## config.mk

```make
export PLATFORM = sky130hd
export DESIGN_NAME = counter_hours_flat
export DESIGN_NICKNAME = d
export VERILOG_FILES = /design/src/rtl/counter_hours_if.sv /design/src/rtl/counter_hours.sv /design/src/flat_wrapper.sv
export SDC_FILE = /design/constraint.sdc
export NUM_CORES = 1
export LEC_CHECK = 0
export ABC_AREA = 1
export BUFFER_PORTS_ARGS = -buffer_cell sky130_fd_sc_hd__buf_2
export CAP_MARGIN = 20
export CORE_AREA = 2 2 39 41
export DETAILED_ROUTE_END_ITERATION = 12
export DIE_AREA = 0 0 41 43
export MAX_ROUTING_LAYER = met4
export PLACE_DENSITY = 0.63
export SYNTH_ARGS = -nofsm -noshare
export SYNTH_HDL_FRONTEND = slang
export SYNTH_SLANG_ARGS = --single-unit
```

## constraint.sdc

```tcl
create_clock -name clk -period 1.1 [get_ports clk]
set_clock_uncertainty 0.2 [all_clocks]
set_input_delay 0.165 -clock clk [delete_from_list [all_inputs] [get_ports clk]]
set_output_delay 0.165 -clock clk [all_outputs]
set_load 0.005 [all_outputs]
```

## src/rtl/counter_hours_if.sv

```systemverilog
// Hour-counter signal bundle: minutes carry, manual-set controls and the registered hour outputs.
// The master modport drives the stimulus; the slave modport is the counter side.
interface counter_hours_if;
  logic       carry_in;
  logic       set_en;
  logic       adj_in;
  logic [3:0] hour_digit1;
  logic [1:0] hour_digit2;
  logic       day_pulse;
  logic       pm;

  modport master (
    output carry_in, set_en, adj_in,
    input  hour_digit1, hour_digit2, day_pulse, pm
  );

  modport slave (
    input  carry_in, set_en, adj_in,
    output hour_digit1, hour_digit2, day_pulse, pm
  );
endinterface

```

## src/rtl/counter_hours.sv

```systemverilog
// BCD hour counter advanced by rising edges of the minutes carry, or by a manual adjust input
// while in set mode. Default build counts 00..23; defining TWELVE_HOUR_EN builds a 12..11 counter
// with an AM/PM flag. day_pulse marks a carry-caused day rollover.
module counter_hours (
  input logic             clk,
  input logic             reset,
  counter_hours_if.slave  bus
);

`ifdef TWELVE_HOUR_EN
  localparam logic [3:0] UnitsRst = 4'd2;
  localparam logic [1:0] TensRst  = 2'd1;
`else
  localparam logic [3:0] UnitsRst = 4'd0;
  localparam logic [1:0] TensRst  = 2'd0;
`endif

  logic       carry_q, carry_d;
  logic       adj_q, adj_d;
  logic [3:0] units_q, units_d;
  logic [1:0] tens_q, tens_d;
  logic       day_q, day_d;
  logic       carry_adv, adj_adv, advance;
`ifdef TWELVE_HOUR_EN
  logic       pm_q, pm_d;
`endif

  // Edge detection, source selection and next hour value
  always_comb begin
    carry_d   = bus.carry_in;
    adj_d     = bus.adj_in;
    // set_en picks exactly one source, so coincident rises advance only once
    carry_adv = bus.carry_in & ~carry_q & ~bus.set_en;
    adj_adv   = bus.adj_in & ~adj_q & bus.set_en;
    advance   = carry_adv | adj_adv;
    units_d   = units_q;
    tens_d    = tens_q;
    day_d     = 1'b0;
`ifdef TWELVE_HOUR_EN
    pm_d      = pm_q;
    if (advance) begin
      if (tens_q == 2'd1 && units_q == 4'd2) begin
        tens_d  = 2'd0;
        units_d = 4'd1;
      end else if (tens_q == 2'd1 && units_q == 4'd1) begin
        tens_d  = 2'd1;
        units_d = 4'd2;
        pm_d    = ~pm_q;
        // Only the PM -> AM transition is a new day
        day_d   = carry_adv & pm_q;
      end else if (units_q == 4'd9) begin
        tens_d  = 2'd1;
        units_d = 4'd0;
      end else begin
        units_d = units_q + 4'd1;
      end
    end
`else
    if (advance) begin
      if (tens_q == 2'd2 && units_q == 4'd3) begin
        tens_d  = 2'd0;
        units_d = 4'd0;
        day_d   = carry_adv;
      end else if (units_q == 4'd9) begin
        tens_d  = tens_q + 2'd1;
        units_d = 4'd0;
      end else begin
        units_d = units_q + 4'd1;
      end
    end
`endif
  end

  // State register; edge trackers reset high so an input already high at release is ignored
  always_ff @(posedge clk) begin
    if (!reset) begin
      carry_q <= 1'b1;
      adj_q   <= 1'b1;
      units_q <= UnitsRst;
      tens_q  <= TensRst;
      day_q   <= 1'b0;
`ifdef TWELVE_HOUR_EN
      pm_q    <= 1'b0;
`endif
    end else begin
      carry_q <= carry_d;
      adj_q   <= adj_d;
      units_q <= units_d;
      tens_q  <= tens_d;
      day_q   <= day_d;
`ifdef TWELVE_HOUR_EN
      pm_q    <= pm_d;
`endif
    end
  end

  assign bus.hour_digit1 = units_q;
  assign bus.hour_digit2 = tens_q;
  assign bus.day_pulse   = day_q;
`ifdef TWELVE_HOUR_EN
  assign bus.pm          = pm_q;
`else
  assign bus.pm          = 1'b0;
`endif

endmodule

```

## src/flat_wrapper.sv

```systemverilog
// flat-port wrapper written by rule: the top's interface ports become plain ports
module counter_hours_flat 
  (clk, reset, bus_carry_in, bus_set_en, bus_adj_in, bus_hour_digit1, bus_hour_digit2, bus_day_pulse, bus_pm);
  counter_hours_if bus_i ();
  input logic clk;
  input logic reset;
  input wire logic [$bits(bus_i.carry_in)-1:0] bus_carry_in;
  input wire logic [$bits(bus_i.set_en)-1:0] bus_set_en;
  input wire logic [$bits(bus_i.adj_in)-1:0] bus_adj_in;
  output wire logic [$bits(bus_i.hour_digit1)-1:0] bus_hour_digit1;
  output wire logic [$bits(bus_i.hour_digit2)-1:0] bus_hour_digit2;
  output wire logic [$bits(bus_i.day_pulse)-1:0] bus_day_pulse;
  output wire logic [$bits(bus_i.pm)-1:0] bus_pm;
  assign bus_i.carry_in = bus_carry_in;
  assign bus_i.set_en = bus_set_en;
  assign bus_i.adj_in = bus_adj_in;
  assign bus_hour_digit1 = bus_i.hour_digit1;
  assign bus_hour_digit2 = bus_i.hour_digit2;
  assign bus_day_pulse = bus_i.day_pulse;
  assign bus_pm = bus_i.pm;
  counter_hours u_core (.clk(clk), .reset(reset), .bus(bus_i));
endmodule
```

==> reports/metrics.csv <==
stage,metric,value,unit
synthesis,synth-adder-area-share,5.56,%
detailed_routing,antenna_left,0,
sta,holdWs,-0.0162,ns
setup_path,path_class,flop to flop,
synthesis,yosysTopAreaCell,dfxtp_1,
cts,cts_made_buffers,3,
placement,post-place-ws,-0.162,ns
sta,drv_slew,0,
sta,setup_ws,-0.140,ns
synthesis,synth_compound_area_share,4.44,%
floorplan,ios,13,
finish,fillers,127,
placement,place.port_buffers,11,
status,violations,"negative hold slack, negative setup slack",
detailed_routing,wl_per_cell,10.4,µm
pwr,p_per_area,841,nW/µm²
synthesis,syn_area,450,µm²
sta,period_share,113,%
setup_path,required,1.05,ns
finish,antenna_cells,0,
sta,setup_viol_count_final,13,
floorplan,dieArea,1760,µm²
detailed_routing,dr.first_iter.drc_count,11,
floorplan,die_h,43,µm
min_path,hp-class,input pin to flop,
pwr,p_leak,0.366,nW
finish,final_cell_mix,"nand2_1 (13), buf_4 (8), nor2_1 (7), buf_6 (7)",
setup_path,crit_arrival,1.19,ns
synthesis,syn_avg_cell_area,7.27,µm²
detailed_routing,viasPerCell,4.47,
cts,root_buffer,clkbuf_4,
cts,h-tree-depth,1,
setup_path,crit_path_end_kind,flop,
floorplan,fp-row-count,14,
grt,grt_pass1_vias,445,
grt,grtUsageTotal,15.0,%
synthesis,synthXorXnorAreaFrac,1.94,%
detailed_routing,first_pass_iters,3,
detailed_routing,drc,0,
grt,grt_pass1_wl,1.71,mm
job,drv_cap,0,
floorplan,initial_core_util,32.5,%
synthesis,synth_seq_cells,9,
min_path,hold-path-cell-count,3,
status,status,"complete, but fails checks",
setup_path,start_kind,flop,
sta,finalSetupTns,-1.16,ns
floorplan,die_x,41,µm
setup_path,cp_max_fo,5,
synthesis,synth_top_family_by_area,simple AND/OR/NAND/NOR gates,
floorplan,coreArea,1380,µm²
sta,period_minus_slack,1.24,ns
synthesis,ys_types,17,
setup_path,r2r_cells,6,
finish,layout-drive-gt1-share,52.7,%
finish,final_common_cell,nand2_1,
finish,finalNetCount,99,
finish,areaGrowthSynthToFinish,81.9,%
synthesis,seq_area_frac_synth,40.0,%
grt,grt_overflow_total,0,
synthesis,synth-simple-area-share,38.9,%
cts,cts.path.max_buffers,2,
synthesis,yosys.area.top_type_share,40.0,%
synthesis,synthMuxAreaShare,0,%
cts,insertion_delay,0.26,ns
detailed_routing,totalWireLength,1.12,mm
sta,rsz0062_at_grt,yes,
pwr,vdd.ir_drop.worst,0.525,mV
sta,fmax,0.806,GHz
synthesis,syn-num-nets,69,
synthesis,synthTopCellsByArea,"dfxtp_1 (40%), nand2_1 (13%), inv_1 (6.7%)",
synthesis,ys_warn_count,0,
detailed_routing,vias,478,
placement,place_congestion,0.710,
cts,cts_tree,built,
sta,hold_viol_final,1,
cts,clock_sinks,9,
grt,grt_max_degree,10,
synthesis,synth_cells,62,
cts,cts.clk_slew.worst_paths,0.07,ns
placement,dpl.hpwl,658,µm
grt,antenna_found_initial,0,
## logic make-up after synthesis
kind of cell    after synthesis
simple gates                 36
buf+inv                       9
flops                         9
compound gates                4
fa+ha+maj                     2
xor+xnor                      1
other cells                   1
## final timing paths
kind | to | start | slack (ns)
setup / recovery | u_core.bus.hour_digit1[0]$_SDFFE_PN0P_ | u_core.bus.hour_digit1[1]$_SDFFE_PN0P_ | -0.14
hold / removal | u_core.bus.hour_digit1[3]$_SDFFE_PN0P_ | reset | -0.02
setup reg to reg | u_core.bus.hour_digit1[0]$_SDFFE_PN0P_ | u_core.bus.hour_digit1[1]$_SDFFE_PN0P_ | -0.14
hold reg to reg | u_core.bus.hour_digit2[1]$_SDFFE_PN0P_ | u_core.bus.hour_digit2[1]$_SDFFE_PN0P_ | 0.37
## per-layer routing
metal  vias to the layer above  track usage, %  part of all wire, %
met5                         -               -                    0
met2                        10            23.4                   53
met3                         2            1.57                  3.0
li1                        249               -                    -
met4                         0            12.0                  1.7
met1                       217            15.9                   42
## cell usage after synthesis
cell,instances
nand2_1,15
dfxtp_1,9
ha_1,2
conb_1,1
nor3b_1,1
nand3_2,1
nand3_1,5
a21oi_1,2
nand2_4,2
nor3_1,1
o21ai_0,2
xor2_1,1
nand2_2,1
nor2_1,8
inv_1,8
buf_4,1
nor2_2,2
## stage by stage
stage,hold slack [ns],power [W],std cells,instance area [µm²],util [%]
floorplan,0.0337,0.000386,62,478,-
global placement,0.149,0.000411,94,591,42.7
detailed placement,0.154,0.000412,94,591,42.7
CTS,-0.0585,0.000684,104,773,55.9
global route,-0.000608,0.000732,107,820,59.2
finish,-0.0162,0.000689,107,820,59.2
## worst max-delay path, stage by stage (launching register included)
cell and delay, ns:
dfxtp_4 0.38, ha_4 0.16, nand3_4 0.08, nand2_4 0.09, nand2_4 0.06, nand2_2 0.10, nor2_1 0.05
## what timing repair did
| action | 4_1_cts | 5_1_grt |
|---|---|---|
| hold buffers | 2 | 2 |
| hold endpoints to repair | 4 | 2 |
| setup endpoints to repair | 12 | 13 |
| setup buffers | 4 | 1 |
| pin swaps | 10 | 3 |
| resized for setup | 22 | 5 |
## registers in the layout, indices dropped and copies added (netlist names)
| signal | count |
|---|---|
| u_core.bus.day_pulse | 1 |
| u_core.carry_q | 1 |
| u_core.bus.hour_digit1 | 4 |
| u_core.bus.hour_digit2 | 2 |
| u_core.adj_q | 1 |
## layout make-up
class,instances,area [µm²],area share [%]
Clock buffer,4,26.3,3.21
Inverter,8,32.5,3.97
Multi-Input combinational cell,44,314,38.3
Sequential cell,9,198,24.1
Tap cell,16,20.0,2.44
Timing Repair Buffer,26,229,27.9
## report_power, final
part	total [W]	internal, W	switching, W
Sequential	0.000339	0.000329	0.0000107
Clock	0.000261	0.000140	0.000121
Combinational	0.0000891	0.0000494	0.0000397
Total	0.000689	0.000518	0.000171
Power figures use the tool's default switching activity.
